### src/rtl/alu_seq.sv
// ---------------------------------------------------------------------------
// alu_seq
//   Handshaked, registered ALU that sits between register-file read and
//   writeback. Single-cycle ops finish in one cycle. Shifts move one bit per
//   cycle. The optional multiplier is a shift-add unit that adds one partial
//   product per cycle.
//
//   Optional feature macro: ALU_MUL_EN
//     defined   -> opcode 1000 is an iterative multiply and the MUL state exists
//     undefined -> no multiplier logic; opcode 1000 is illegal
//
// Ports
//   clk        in   1      rising-edge clock
//   rst        in   1      synchronous reset, active high
//   in_valid   in   1      op/a/b valid
//   in_ready   out  1      block can accept an operation
//   op         in   4      opcode
//   a          in   WIDTH  operand A
//   b          in   WIDTH  operand B / unsigned shift amount
//   out_valid  out  1      result and flags valid
//   out_ready  in   1      consumer takes the result
//   result     out  WIDTH  registered result
//   zero       out  1      result == 0 (a == b for CMP)
//   carry      out  1      carry / borrow / last bit shifted out
//   negative   out  1      sign bit of the result (of a-b for CMP)
//   overflow   out  1      signed overflow for ADD/SUB/CMP
//   err        out  1      illegal opcode for this build
// ---------------------------------------------------------------------------
module alu_seq #(
  parameter int WIDTH = 16
) (
  input  logic             clk,
  input  logic             rst,
  input  logic             in_valid,
  output logic             in_ready,
  input  logic [3:0]       op,
  input  logic [WIDTH-1:0] a,
  input  logic [WIDTH-1:0] b,
  output logic             out_valid,
  input  logic             out_ready,
  output logic [WIDTH-1:0] result,
  output logic             zero,
  output logic             carry,
  output logic             negative,
  output logic             overflow,
  output logic             err
);

  localparam int SHW = $clog2(WIDTH);
  // One extra bit so the iteration counter can hold WIDTH itself.
  localparam int CW  = SHW + 1;

  localparam logic [WIDTH-1:0] WIDTH_W   = WIDTH[WIDTH-1:0];
  localparam logic [CW-1:0]    WIDTH_CNT = WIDTH[CW-1:0];

  localparam logic [3:0] OP_ADD = 4'b0000;
  localparam logic [3:0] OP_SUB = 4'b0001;
  localparam logic [3:0] OP_NOT = 4'b0010;
  localparam logic [3:0] OP_SHL = 4'b0011;
  localparam logic [3:0] OP_SHR = 4'b0100;
  localparam logic [3:0] OP_AND = 4'b0101;
  localparam logic [3:0] OP_OR  = 4'b0110;
  localparam logic [3:0] OP_CMP = 4'b0111;
`ifdef ALU_MUL_EN
  localparam logic [3:0] OP_MUL = 4'b1000;
`endif

`ifdef ALU_MUL_EN
  typedef enum logic [1:0] {ST_IDLE, ST_SHIFT, ST_MUL, ST_DONE} state_t;
`else
  typedef enum logic [1:0] {ST_IDLE, ST_SHIFT, ST_DONE} state_t;
`endif

  state_t           r_state;
  logic [WIDTH-1:0] r_result;
  logic             r_zero;
  logic             r_carry;
  logic             r_neg;
  logic             r_ovf;
  logic             r_err;
  logic [WIDTH-1:0] r_work;
  logic [CW-1:0]    r_cnt;
  logic             r_dirLeft;
  logic             r_bigShift;
`ifdef ALU_MUL_EN
  logic [WIDTH-1:0] r_mcand;
  logic [WIDTH-1:0] r_mplier;
  logic [WIDTH-1:0] w_mulAcc;
`endif

  logic             w_accept;
  logic [WIDTH:0]   w_sum;
  logic [WIDTH:0]   w_diff;
  logic [WIDTH-1:0] w_res;
  logic             w_zero;
  logic             w_carry;
  logic             w_neg;
  logic             w_ovf;
  logic             w_err;
  state_t           w_nextState;
  logic [CW-1:0]    w_amt;
  logic [WIDTH-1:0] w_shiftNext;
  logic             w_shiftOut;

  // Handshake outputs are forced low while reset is held.
  assign in_ready  = !rst && ((r_state == ST_IDLE) || ((r_state == ST_DONE) && out_ready));
  assign out_valid = !rst && (r_state == ST_DONE);
  assign w_accept  = in_valid && in_ready;

  assign result   = r_result;
  assign zero     = r_zero;
  assign carry    = r_carry;
  assign negative = r_neg;
  assign overflow = r_ovf;
  assign err      = r_err;

  // Add/subtract one bit wider than the operands so bit WIDTH is the
  // carry-out for ADD and the borrow (a < b unsigned) for SUB/CMP.
  assign w_sum  = {1'b0, a} + {1'b0, b};
  assign w_diff = {1'b0, a} - {1'b0, b};

  // Shift amounts at or beyond WIDTH are capped at WIDTH iterations, which
  // always leaves a zero result.
  assign w_amt = (b >= WIDTH_W) ? WIDTH_CNT : b[CW-1:0];

  // One step of the iterative shifter and the bit it pushes out.
  assign w_shiftNext = r_dirLeft ? (r_work << 1) : (r_work >> 1);
  assign w_shiftOut  = r_dirLeft ? r_work[WIDTH-1] : r_work[0];

`ifdef ALU_MUL_EN
  // One shift-add partial product: add the multiplicand when the current
  // multiplier LSB is set; only the low WIDTH bits are kept.
  assign w_mulAcc = r_work + (r_mplier[0] ? r_mcand : '0);
`endif

  // Decode the incoming op: the single-cycle result and flags, plus which
  // state the FSM enters when the op is accepted.
  always_comb begin
    w_res       = '0;
    w_carry     = 1'b0;
    w_ovf       = 1'b0;
    w_err       = 1'b0;
    w_nextState = ST_DONE;
    case (op)
      OP_ADD: begin
        w_res   = w_sum[WIDTH-1:0];
        w_carry = w_sum[WIDTH];
        w_ovf   = (a[WIDTH-1] == b[WIDTH-1]) && (w_sum[WIDTH-1] != a[WIDTH-1]);
      end
      OP_SUB: begin
        w_res   = w_diff[WIDTH-1:0];
        w_carry = w_diff[WIDTH];
        w_ovf   = (a[WIDTH-1] != b[WIDTH-1]) && (w_diff[WIDTH-1] != a[WIDTH-1]);
      end
      OP_NOT: w_res = ~a;
      OP_SHL, OP_SHR: begin
        w_res = a;
        if (b != '0) w_nextState = ST_SHIFT;
      end
      OP_AND: w_res = a & b;
      OP_OR:  w_res = a | b;
      OP_CMP: begin
        w_res   = {{(WIDTH-1){1'b0}}, w_diff[WIDTH]};
        w_carry = w_diff[WIDTH];
        w_ovf   = (a[WIDTH-1] != b[WIDTH-1]) && (w_diff[WIDTH-1] != a[WIDTH-1]);
      end
`ifdef ALU_MUL_EN
      OP_MUL: w_nextState = ST_MUL;
`endif
      default: w_err = 1'b1;
    endcase
    w_zero = (w_res == '0);
    w_neg  = w_res[WIDTH-1];
    // CMP reports the flags of a-b rather than of its 0/1 result.
    if (op == OP_CMP) begin
      w_zero = (w_diff[WIDTH-1:0] == '0);
      w_neg  = w_diff[WIDTH-1];
    end
  end

  // Main FSM. An accept in IDLE, or in DONE when the consumer is taking the
  // current result, loads the next op. Iterative states count down and
  // write the result/flags in their final step, so an n-iteration op
  // raises out_valid n+1 cycles after its accept edge. Results and flags
  // only change when a new result is written, so they hold while the
  // consumer stalls.
  always_ff @(posedge clk) begin
    if (rst) begin
      r_state    <= ST_IDLE;
      r_result   <= '0;
      r_zero     <= 1'b0;
      r_carry    <= 1'b0;
      r_neg      <= 1'b0;
      r_ovf      <= 1'b0;
      r_err      <= 1'b0;
      r_work     <= '0;
      r_cnt      <= '0;
      r_dirLeft  <= 1'b0;
      r_bigShift <= 1'b0;
`ifdef ALU_MUL_EN
      r_mcand    <= '0;
      r_mplier   <= '0;
`endif
    end else begin
      case (r_state)
        ST_IDLE, ST_DONE: begin
          if (w_accept) begin
            r_state    <= w_nextState;
            r_work     <= a;
            r_cnt      <= w_amt;
            r_dirLeft  <= (op == OP_SHL);
            r_bigShift <= (b > WIDTH_W);
`ifdef ALU_MUL_EN
            r_mcand    <= a;
            r_mplier   <= b;
            if (op == OP_MUL) begin
              r_work <= '0;
              r_cnt  <= WIDTH_CNT;
            end
`endif
            if (w_nextState == ST_DONE) begin
              r_result <= w_res;
              r_zero   <= w_zero;
              r_carry  <= w_carry;
              r_neg    <= w_neg;
              r_ovf    <= w_ovf;
              r_err    <= w_err;
            end
          end else if ((r_state == ST_DONE) && out_ready) begin
            r_state <= ST_IDLE;
          end
        end
        ST_SHIFT: begin
          r_work <= w_shiftNext;
          r_cnt  <= r_cnt - 1'b1;
          if (r_cnt == 1) begin
            // Beyond WIDTH the shifted-out bit is defined as 0.
            r_state  <= ST_DONE;
            r_result <= w_shiftNext;
            r_zero   <= (w_shiftNext == '0);
            r_carry  <= w_shiftOut && !r_bigShift;
            r_neg    <= w_shiftNext[WIDTH-1];
            r_ovf    <= 1'b0;
            r_err    <= 1'b0;
          end
        end
`ifdef ALU_MUL_EN
        ST_MUL: begin
          r_work   <= w_mulAcc;
          r_mcand  <= r_mcand << 1;
          r_mplier <= r_mplier >> 1;
          r_cnt    <= r_cnt - 1'b1;
          if (r_cnt == 1) begin
            r_state  <= ST_DONE;
            r_result <= w_mulAcc;
            r_zero   <= (w_mulAcc == '0);
            r_carry  <= 1'b0;
            r_neg    <= w_mulAcc[WIDTH-1];
            r_ovf    <= 1'b0;
            r_err    <= 1'b0;
          end
        end
`endif
        default: r_state <= ST_IDLE;
      endcase
    end
  end

endmodule

### config.mk
export PLATFORM = sky130hd
export DESIGN_NAME = alu_seq
export DESIGN_NICKNAME = d
export VERILOG_FILES = /design/src/rtl/alu_seq.sv
export SDC_FILE = /design/constraint.sdc
export NUM_CORES = 1
export LEC_CHECK = 0
export CAP_MARGIN = 20
export CORE_MARGIN = 2
export CORE_UTILIZATION = 44
export DETAILED_ROUTE_END_ITERATION = 8
export HOLD_SLACK_MARGIN = 0.12
export PLACE_DENSITY = 0.77
export SYNTH_ARGS = -nofsm -noshare
export SYNTH_HDL_FRONTEND = slang
export SYNTH_SLANG_ARGS = --single-unit
### constraint.sdc
create_clock -name clk -period 3.5 [get_ports clk]
set_input_delay 0.7 -clock clk [delete_from_list [all_inputs] [get_ports clk]]
set_output_delay 0.7 -clock clk [all_outputs]
set_load 0.01 [all_outputs]
==> results_dict.tcl, run 1 <==
set metrics [dict create \
    result_of_the_run "complete, no violations" \
    critPathTopFamily "simple AND/OR/NAND/NOR gates" \
    path_class_of_the_lowest_slack_min_delay_path "flip-flop to flip-flop" \
    die_y_microns 113 \
    synth_top_family_by_area "compound AO/OA/AOI/OAI gates" \
    synthMuxAreaShare_pct 3.35 \
    inserted_clock_buffers 5 \
    total_number_of_vias 6567 \
    layout.cells.most_common "buf_4" \
    vdd_drop_max_mv 0.232 \
    max_cap_viol_count 0 \
    power.density_cell_area_mw_per_mm2 264 \
    global_route.overflow_total 0 \
    rsz0062_at_grt "yes" \
    p_leak_nw 3.30 \
    syn-num-nets 817 \
    yosys.area.top_type_share_pct 17.5 \
    antenna_cells_inserted 0 \
    finalCriticalPeriod_ns 3.43 \
    holdBufCountCts 0 \
    core_area_sq_mm 0.0116 \
    placed_area_sq_mm 0.00720 \
    finish.instance_area_sq_mm 0.00775 \
    synthesis.area_per_instance_sq_um 7.31 \
    dr.pass1.iters 5 \
    setup-violations-final 0 \
    max_freq_mhz 291 \
    clock_insertion_delay_worst_skew_ns 0.29 \
    timing.clock.skew_ns 0.00310 \
    layout_common_cells "buf_4, nand2_1, nor2_1, a21oi_1, dfxtp_1" \
    routed_wire_length_per_instance_microns 19.9 \
    ios 63 \
    numClockSinks 46 \
    remaining_drc_errors 0 \
    grt_usage_pct 32.6 \
    combPwrFrac_pct 48.2 \
    netlist_instances 721 \
    number_of_global_route_vias_before_repair 6454 \
    placementRows 39 \
    antenna_found_initial 0 \
    grt_max_degree 44 \
    timing.slew.headroom_pct 44.5 \
    synthDominantAreaCellType "dfxtp_1" \
    clk_root_buffer_cell "clkbuf_16" \
    gp_congestion 0.960 \
    nets 1021 \
    unique_masters_post_synth 83 \
    tightest_slew_ns 0.831 \
    final_max_slew_viol_count 0 \
    final.fill_count 983 \
    critical_path_buf_inv_count 2 \
    crit_fanout 2 \
    synthSimpleGateAreaFrac_pct 22.8 \
    finalHoldViolations 0 \
    buffer_ports.inserted 62 \
    critical_path.cell_chain "buf_8 > inv_6 > ha_4 > or3_4 > or4_4 > a211oi_4 > o21ai_2 > a221o_1 > o21ai_2 > mux2_4 > or3b_4 > o211ai_2" \
    synthToLayoutAreaGrowth_pct 46.9 \
    timing.critical_path.required_ns 3.72 \
    hpwl_detailed_microns 16500 \
    ys_seq_elements 46 \
    critical-path-top-cell-by-count "o21ai_2" \
    synthAdderAreaFrac_pct 13.6 \
    fin_ws_ns 0.0691 \
    layout-drive-gt1-share_pct 29.7 \
    power.share.sequential_pct 28.2 \
    power_switching_uw 737 \
    synth_warnings 0 \
    place_ws_ns -0.788 \
    yosysSeqAreaShare_pct 17.5 \
    sw_frac_of_total_pct 36.0 \
    drt_first_iter_violations 589 \
    detail_route.wirelength_microns 21200 \
    arrival_time_at_the_worst_endpoint_ns 3.65 \
    ant_nets 0 \
    worstSetupPathType "input pin to flip-flop" \
    area_of_the_die_sq_mm 0.0129 \
    clock_power_share_pct 23.6 \
    synth.top_cells.by_area "dfxtp_1, ha_1, nand2_1" \
    synth_xor_xnor_area_share_pct 3.16 \
    start_kind "input pin" \
    cellInternalPower_mw 1.31 \
    synth_async_sr_flop_share_pct 0 \
    synth_edf_count 0 \
    cts-htree-levels 2 \
    cts_max_path_buffers 2 \
    global_route_wire_length_before_repair_microns 33600 \
    report.power.total_mw 2.05 \
    area_fraction_in_compound_gates_after_synthesis_pct 31.7 \
    tritoncts_clock_tree "done" \
    timing.critical_path.slowest_cell_delay_ns 0.55 \
    floorplan.initialDensity_pct 45.6 \
    syn-cell-area_sq_mm 0.00527 \
    crit_slowest_cell "or4_4" \
    layout_worst_path_cycle_share_pct 98.0 \
    ys_dominant_reg_cell "dfxtp_1" \
    cts.clk_slew.worst_paths_ns 0.06 \
    via_per_inst 6.14 \
    r2r_setup_slack_ns 1.10 \
    critical_path.endpoint_type "flip-flop" \
    final_util_pct 67.0 \
    die_width_microns 113 \
]
-- synthesized netlist by cell type, types with 3 or more instances --
master,count
nand4_1,4
o22ai_1,3
and2_1,13
o211a_1,4
mux2_2,5
nor2_1,64
buf_6,3
a221oi_1,12
a22oi_1,7
nor4_1,13
nand3_1,14
dfxtp_1,46
or3_1,5
nor3_1,22
xor2_1,7
inv_1,52
nand2_1,70
and3_1,4
ha_1,54
a21oi_1,52
a31oi_1,10
a311oi_1,14
o221ai_1,7
o21a_1,5
o21ai_1,5
buf_1,4
a21o_1,4
o21ai_0,36
nor2b_1,7
o21bai_1,4
a211oi_1,26
o2111ai_1,3
mux2i_1,12
nand2b_1,9
buf_2,12
a221o_1,3
xnor2_1,12
a2111oi_0,5
o31ai_1,5
a32oi_1,3
clkbuf_1,27
o211ai_1,7
-- flip-flops by register name, summed over array words and instances (netlist names), 2 cells and up --
name     cells
r_state      2
r_cnt        5
result      16
r_work      16
-- power by group through the flow --
stage                     registers (mW)  clock network [mW]  logic [mW]
after floorplan                    0.581                   0       0.457
after global placement             0.584                   0       0.871
after detailed placement           0.587                   0       0.882
after CTS                          0.575               0.485       0.931
after global routing               0.579               0.517        1.06
final                              0.577               0.483       0.987
-- worst min-delay path: cells and delay by family (launching register included) --
kind	cells	cell delay (ns)
simple gates	1	0.05
flops	1	0.31
compound gates	1	0.05
-- per-stage QoR --
step           setup TNS (ns)  cells  hold WS [ns]
4_1_cts                     0   1064         0.467
6_report                    0   1069         0.465
5_1_grt                -0.163   1069         0.474
2_1_floorplan         -0.0867    721         0.469
3_5_place_dp            -5.76   1049         0.450
3_3_place_gp            -5.32   1049         0.445
-- path summary, 6_finish.rpt --
kind | cells past startpoint | to | from
setup / recovery | 12 | zero | a[9]
hold / removal | 2 | result[1] | result[1]
setup reg to reg | 8 | zero | r_dirLeft
hold reg to reg | 2 | result[1] | result[1]
-- cells by family (layout without fill, tap and decap cells) --
kind of cell,after synthesis,count (layout)
AND/OR/NAND/NOR,245,245
AO/OA/AOI/OAI,238,238
buffers and inverters,100,305
adder cells (fa/ha/maj),56,56
flip-flops,46,46
XOR/XNOR,19,19
multiplexers,17,17
-- per-layer routing --
| layer | share of wire [%] | GRT usage [%] |
|---|---|---|
| met2 | 46 | 53.8 |
| met1 | 43 | 43.8 |
| met3 | 7.4 | 4.84 |
| met4 | 3.3 | 10.9 |
| met5 | 0 | 0 |
-- final cells by class --
cell class	instances	area (sq um)	area share, %
Multi-Input combinational cell	575	4250	54.8
Inverter	52	220	2.84
Clock buffer	7	143	1.84
Tap cell	143	179	2.31
Sequential cell	46	921	11.9
Timing Repair Buffer	245	2030	26.2
Clock inverter	1	5.00	0.0646
-- repair_timing --
item | in CTS | in global routing
buffers inserted | 7 | 6
resized for setup | 39 | 58
pin swaps | 15 | 24
endpoints found under the setup margin | 11 | 12
Note: power is estimated with default switching activity, not from simulation.
==> inputs of run 2 (changes only) <==
CTS_CLUSTER_DIAMETER = 80   (was default)
PLACE_DENSITY = 0.74   (was 0.77)
clock period = 4.15 ns   (was 3.5 ns; I/O delays follow)
==> results_dict.tcl, run 2 (synthesis gave the netlist of run 1 again) <==
set metrics [dict create \
    total_number_of_vias 6249 \
    timing.critical_path.slowest_cell_delay_ns 0.50 \
    critical_path.cell_chain "clkdlybuf4s50_1 > inv_1 > ha_1 > or3_4 > or4_4 > a211oi_2 > buf_4 > o21ai_1 > a221o_1 > o21ai_1 > mux2_2 > or3b_2 > o211ai_2" \
    hpwl_detailed_microns 15800 \
    cts_max_path_buffers 2 \
    clock_insertion_delay_worst_skew_ns 0.29 \
    start_kind "input pin" \
    numClockSinks 46 \
    cts-htree-levels 2 \
    finalHoldViolations 0 \
    dr.pass1.iters 6 \
    finalCriticalPeriod_ns 4.00 \
    highest_layer "met4" \
    power.share.sequential_pct 30.5 \
    p_leak_nw 2.85 \
    clk_root_buffer_cell "clkbuf_16" \
    met1_length_microns 8880 \
    wl_met2_microns 9310 \
    core_area_sq_mm 0.0116 \
    gp_congestion 0.965 \
    timing.clock.skew_ns 0.00641 \
    grt_usage_pct 30.8 \
    die_y_microns 113 \
    tightest_slew_ns 0.803 \
    placementRows 39 \
    critical-path-top-cell-by-count "o21ai_1" \
    floorplan.initialDensity_pct 45.6 \
    layout_common_cells "buf_4, nand2_1, nor2_1, clkdlybuf4s50_1, ha_1" \
    fin_ws_ns 0.151 \
    max_freq_mhz 250 \
    critical_path.endpoint_type "flip-flop" \
    final_max_slew_viol_count 0 \
    tritoncts_clock_tree "done" \
    sw_frac_of_total_pct 36.1 \
    max_cap_viol_count 0 \
    layout-drive-gt1-share_pct 17.6 \
    drt_first_iter_violations 654 \
    synthToLayoutAreaGrowth_pct 30.7 \
    via_per_inst 6.26 \
    cellInternalPower_mw 1.02 \
    layout.cells.most_common "buf_4" \
    timing.slew.headroom_pct 46.4 \
    report.power.total_mw 1.59 \
    clock_power_share_pct 25.6 \
    worstSetupPathType "input pin to flip-flop" \
    combPwrFrac_pct 43.9 \
    crit_fanout 2 \
    area_of_the_die_sq_mm 0.0129 \
    cts.clk_slew.worst_paths_ns 0.06 \
    result_of_the_run "complete, no violations" \
    routed_wire_length_per_instance_microns 20.1 \
    route.met3.wl_microns 1520 \
    timing.critical_path.required_ns 4.36 \
    crit_slowest_cell "clkdlybuf4s50_1" \
    die_width_microns 113 \
    vdd_drop_max_mv 0.164 \
    global_route_wire_length_before_repair_microns 31500 \
    place_ws_ns -0.210 \
    grt_max_degree 44 \
    path_class_of_the_lowest_slack_min_delay_path "flip-flop to flip-flop" \
    global_route.overflow_total 0 \
    power.density_cell_area_mw_per_mm2 231 \
    setup-violations-final 0 \
    detail_route.wirelength_microns 20100 \
    inserted_clock_buffers 5 \
    placed_cells 990 \
    buffer_ports.inserted 62 \
    layout_worst_path_cycle_share_pct 96.4 \
    ant_nets 0 \
    final_cell_count_no_fill 999 \
    antenna_found_initial 0 \
    ios 63 \
    nets 951 \
    antenna_cells_inserted 0 \
    arrival_time_at_the_worst_endpoint_ns 4.21 \
    number_of_global_route_vias_before_repair 5935 \
    power_switching_uw 573 \
    holdBufCountCts 0 \
    rsz0062_at_grt "no" \
    remaining_drc_errors 0 \
]
run 2: cell count changes in the layout (fill, tap and decap cells not counted), moves of 4 or more:
cell	change
buf_4	-70
clkdlybuf4s50_1	+17
dlygate4sd2_1	-4
dlymetal6s2s_1	-7
ha_1	+11
ha_4	-9
inv_1	+15
inv_2	-10
run 2: layout make-up:
class                      count  area, sq um
clock buffer                   7          143
clock inverter                 1         5.00
fill                        1076         4680
inverter                      52          195
multi-input combinational    575         3960
sequential                    46          921
tap                          143          179
timing repair buffer         175         1490
run 2: power by group through the flow:
stage	Clock, mW	Sequential (mW)	Combinational [mW]
global route	0.430	0.487	0.752
finish	0.406	0.485	0.697
global placement	0	0.492	0.664
CTS	0.406	0.483	0.679
detailed placement	0	0.493	0.675
floorplan	0	0.490	0.379
run 2: what timing repair did:
action / CTS / global route
setup buffers: 0 / 1
setup endpoints to repair: 0 / 2
gates resized for setup: 0 / 6
run 2: metrics by stage:
step                hold slack (ns)  cell area, sq um  TNS, ns  util (%)
floorplan                     0.469              5270        0         -
global placement              0.440              6700   -0.172      57.9
global route                  0.475              6890        0      59.6
finish                        0.459              6890        0      59.6
detailed placement            0.456              6710   -0.241      58.0
CTS                           0.465              6850        0      59.3
run 2: path summary, 6_finish.rpt:
path / start / to / slack, ns / cells past startpoint
hold / removal: result[4] / result[4] / 0.46 / 2
setup / recovery: a[9] / zero / 0.15 / 13
hold reg to reg: result[4] / result[4] / 0.46 / 2
setup reg to reg: r_dirLeft / zero / 1.68 / 9
run 2: critical path: cells and delay by family:
kind / cells / cell delay [ns]
adders and majority gates: 1 / 0.31
buffers and inverters: 3 / 0.72
muxes: 1 / 0.35
AOI/OAI and AO/OA: 5 / 0.76
and+or+nand+nor: 3 / 1.24
run 2: metal layers:
metal  track usage [%]  vias to the layer above
met5                 0                        -
met4              6.59                        0
met3              3.77                       31
met2              51.5                      315
met1              42.8                     2977
li1                  -                     2926
==> inputs of run 3 (changes only) <==
PLACE_DENSITY = 0.65   (was 0.74)
==> results_dict.tcl, run 3 (synthesis gave the netlist of run 1 again) <==
set metrics [dict create \
    result_of_the_run "complete, no violations" \
    start_kind "input pin" \
    finalHoldViolations 0 \
    max_cap_viol_count 0 \
    global_route_wire_length_before_repair_microns 31300 \
    critical_path.endpoint_type "flip-flop" \
    finish.instance_area_sq_mm 0.00684 \
    vdd_drop_max_mv 0.178 \
    cts_post_setup_buffers_inserted 0 \
    ios 63 \
    path_class_of_the_lowest_slack_min_delay_path "flip-flop to flip-flop" \
    dr.pass1.iters 5 \
    synthToLayoutAreaGrowth_pct 29.7 \
    placementRows 39 \
    hpwl_detailed_microns 15800 \
    cts_resized 0 \
    die_y_microns 113 \
    timing.clock.skew_ns 0.00378 \
    core_area_sq_mm 0.0116 \
    tightest_slew_ns 0.830 \
    remaining_drc_errors 0 \
    timing.slew.headroom_pct 44.5 \
    final.fill_count 1090 \
    cellInternalPower_mw 1.01 \
    finalCriticalPeriod_ns 4.01 \
    nets 945 \
    buffer_ports.inserted 62 \
    grt_max_degree 44 \
    cts.clk_slew.worst_paths_ns 0.06 \
    numClockSinks 46 \
    ant_nets 0 \
    tritoncts_clock_tree "done" \
    worstSetupPathType "input pin to flip-flop" \
    layout-drive-gt1-share_pct 17.3 \
    drt_first_iter_violations 508 \
    antenna_found_initial 0 \
    final_max_slew_viol_count 0 \
    power.density_cell_area_mw_per_mm2 231 \
    power.share.sequential_pct 30.6 \
    seqCellArea_sq_um 921 \
    max_freq_mhz 249 \
    p_leak_nw 2.82 \
    power_switching_uw 573 \
    layout_worst_path_cycle_share_pct 96.6 \
    cts-htree-levels 2 \
    timing.critical_path.required_ns 4.38 \
    grt_usage_pct 30.8 \
    arrival_time_at_the_worst_endpoint_ns 4.24 \
    placed_area_sq_mm 0.00667 \
    clk_root_buffer_cell "clkbuf_16" \
    cts_max_path_buffers 2 \
    number_of_global_route_vias_before_repair 5660 \
    sw_frac_of_total_pct 36.2 \
    antenna_cells_inserted 0 \
    crit_fanout 2 \
    combPwrFrac_pct 43.5 \
    layout_common_cells "buf_4, nand2_1, nor2_1, clkdlybuf4s50_1, ha_1" \
    global_route.overflow_total 0 \
    holdBufCountCts 0 \
    layout.cells.most_common "buf_4" \
    final_util_pct 59.1 \
    multiInputGateArea_sq_mm 0.00396 \
    setup-violations-final 0 \
    via_per_inst 6.09 \
    total_number_of_vias 6050 \
    clock_insertion_delay_worst_skew_ns 0.29 \
    inserted_clock_buffers 5 \
    rsz0062_at_grt "no" \
    area_of_the_die_sq_mm 0.0129 \
    detail_route.wirelength_microns 19700 \
    die_width_microns 113 \
    floorplan.initialDensity_pct 45.6 \
    gp_congestion 0.959 \
    clock_power_share_pct 25.9 \
    routed_wire_length_per_instance_microns 19.9 \
]
==> run 3: cell count changes in the layout (fill, tap and decap cells not counted) <==
cell and delta:
or4_4 -1, o21ai_1 -3, a2111oi_1 -1, a2111oi_2 +1, buf_4 -5, ha_4 -1
clkbuf_1 -1, o21ai_0 +1, or4_1 +1, ha_1 +1, o21ai_2 +2, clkinvlp_4 +1
buf_6 -1
==> run 3: final cells by class <==
class,count,area share (%)
sequential,46,13.5
clock inverter,2,0.183
inverter,52,2.85
clock buffer,6,2.03
multi-input combinational,575,57.9
tap,143,2.62
timing repair buffer,169,21.0
==> run 3: metal layers <==
metal	wire length, microns	share of wire [%]	track usage (%)	vias to the layer above
met5	0	0	0	-
met4	699	3.5	9.43	0
met1	8990	46	43.0	2839
met3	1210	6.1	3.93	46
li1	-	-	-	2914
met2	8850	45	49.6	251
==> run 3: metrics by stage <==
stage | instances | setup WS (ns) | TNS, ns | hold slack, ns | total power, mW
5_1_grt | 993 | 0.00928 | 0 | 0.482 | 1.66
2_1_floorplan | 721 | 0.340 | 0 | 0.469 | 0.868
3_3_place_gp | 985 | -0.144 | -0.144 | 0.442 | 1.16
4_1_cts | 993 | 0.0613 | 0 | 0.455 | 1.56
3_5_place_dp | 985 | -0.221 | -0.240 | 0.446 | 1.16
6_report | 993 | 0.140 | 0 | 0.451 | 1.58
==> run 3: power by group through the flow <==
stage | Clock (mW) | Combinational (mW) | Sequential (mW)
after global routing | 0.431 | 0.745 | 0.486
after global placement | 0 | 0.665 | 0.492
after floorplan | 0 | 0.379 | 0.490
after detailed placement | 0 | 0.668 | 0.492
final | 0.409 | 0.688 | 0.484
after CTS | 0.409 | 0.672 | 0.483
==> run 3: worst max-delay path, cell delays in order <==
cell and delay (ns):
clkdlybuf4s50_1 0.48, inv_1 0.06, ha_1 0.32, or3_4 0.38, or4_1 0.42, a211oi_2 0.29
o21ai_2 0.10, a221o_1 0.33, o21ai_2 0.06, mux2_2 0.35, or3b_2 0.47, o211ai_2 0.13
==> run 3: final timing paths <==
path | from | endpoint | slack, ns | cells after the start
worst max register to register | r_state[0] | zero | 1.92 | 8
worst max-delay path | a[11] | zero | 0.14 | 12
worst min-delay path | result[4] | result[4] | 0.45 | 2
worst min register to register | result[4] | result[4] | 0.45 | 2
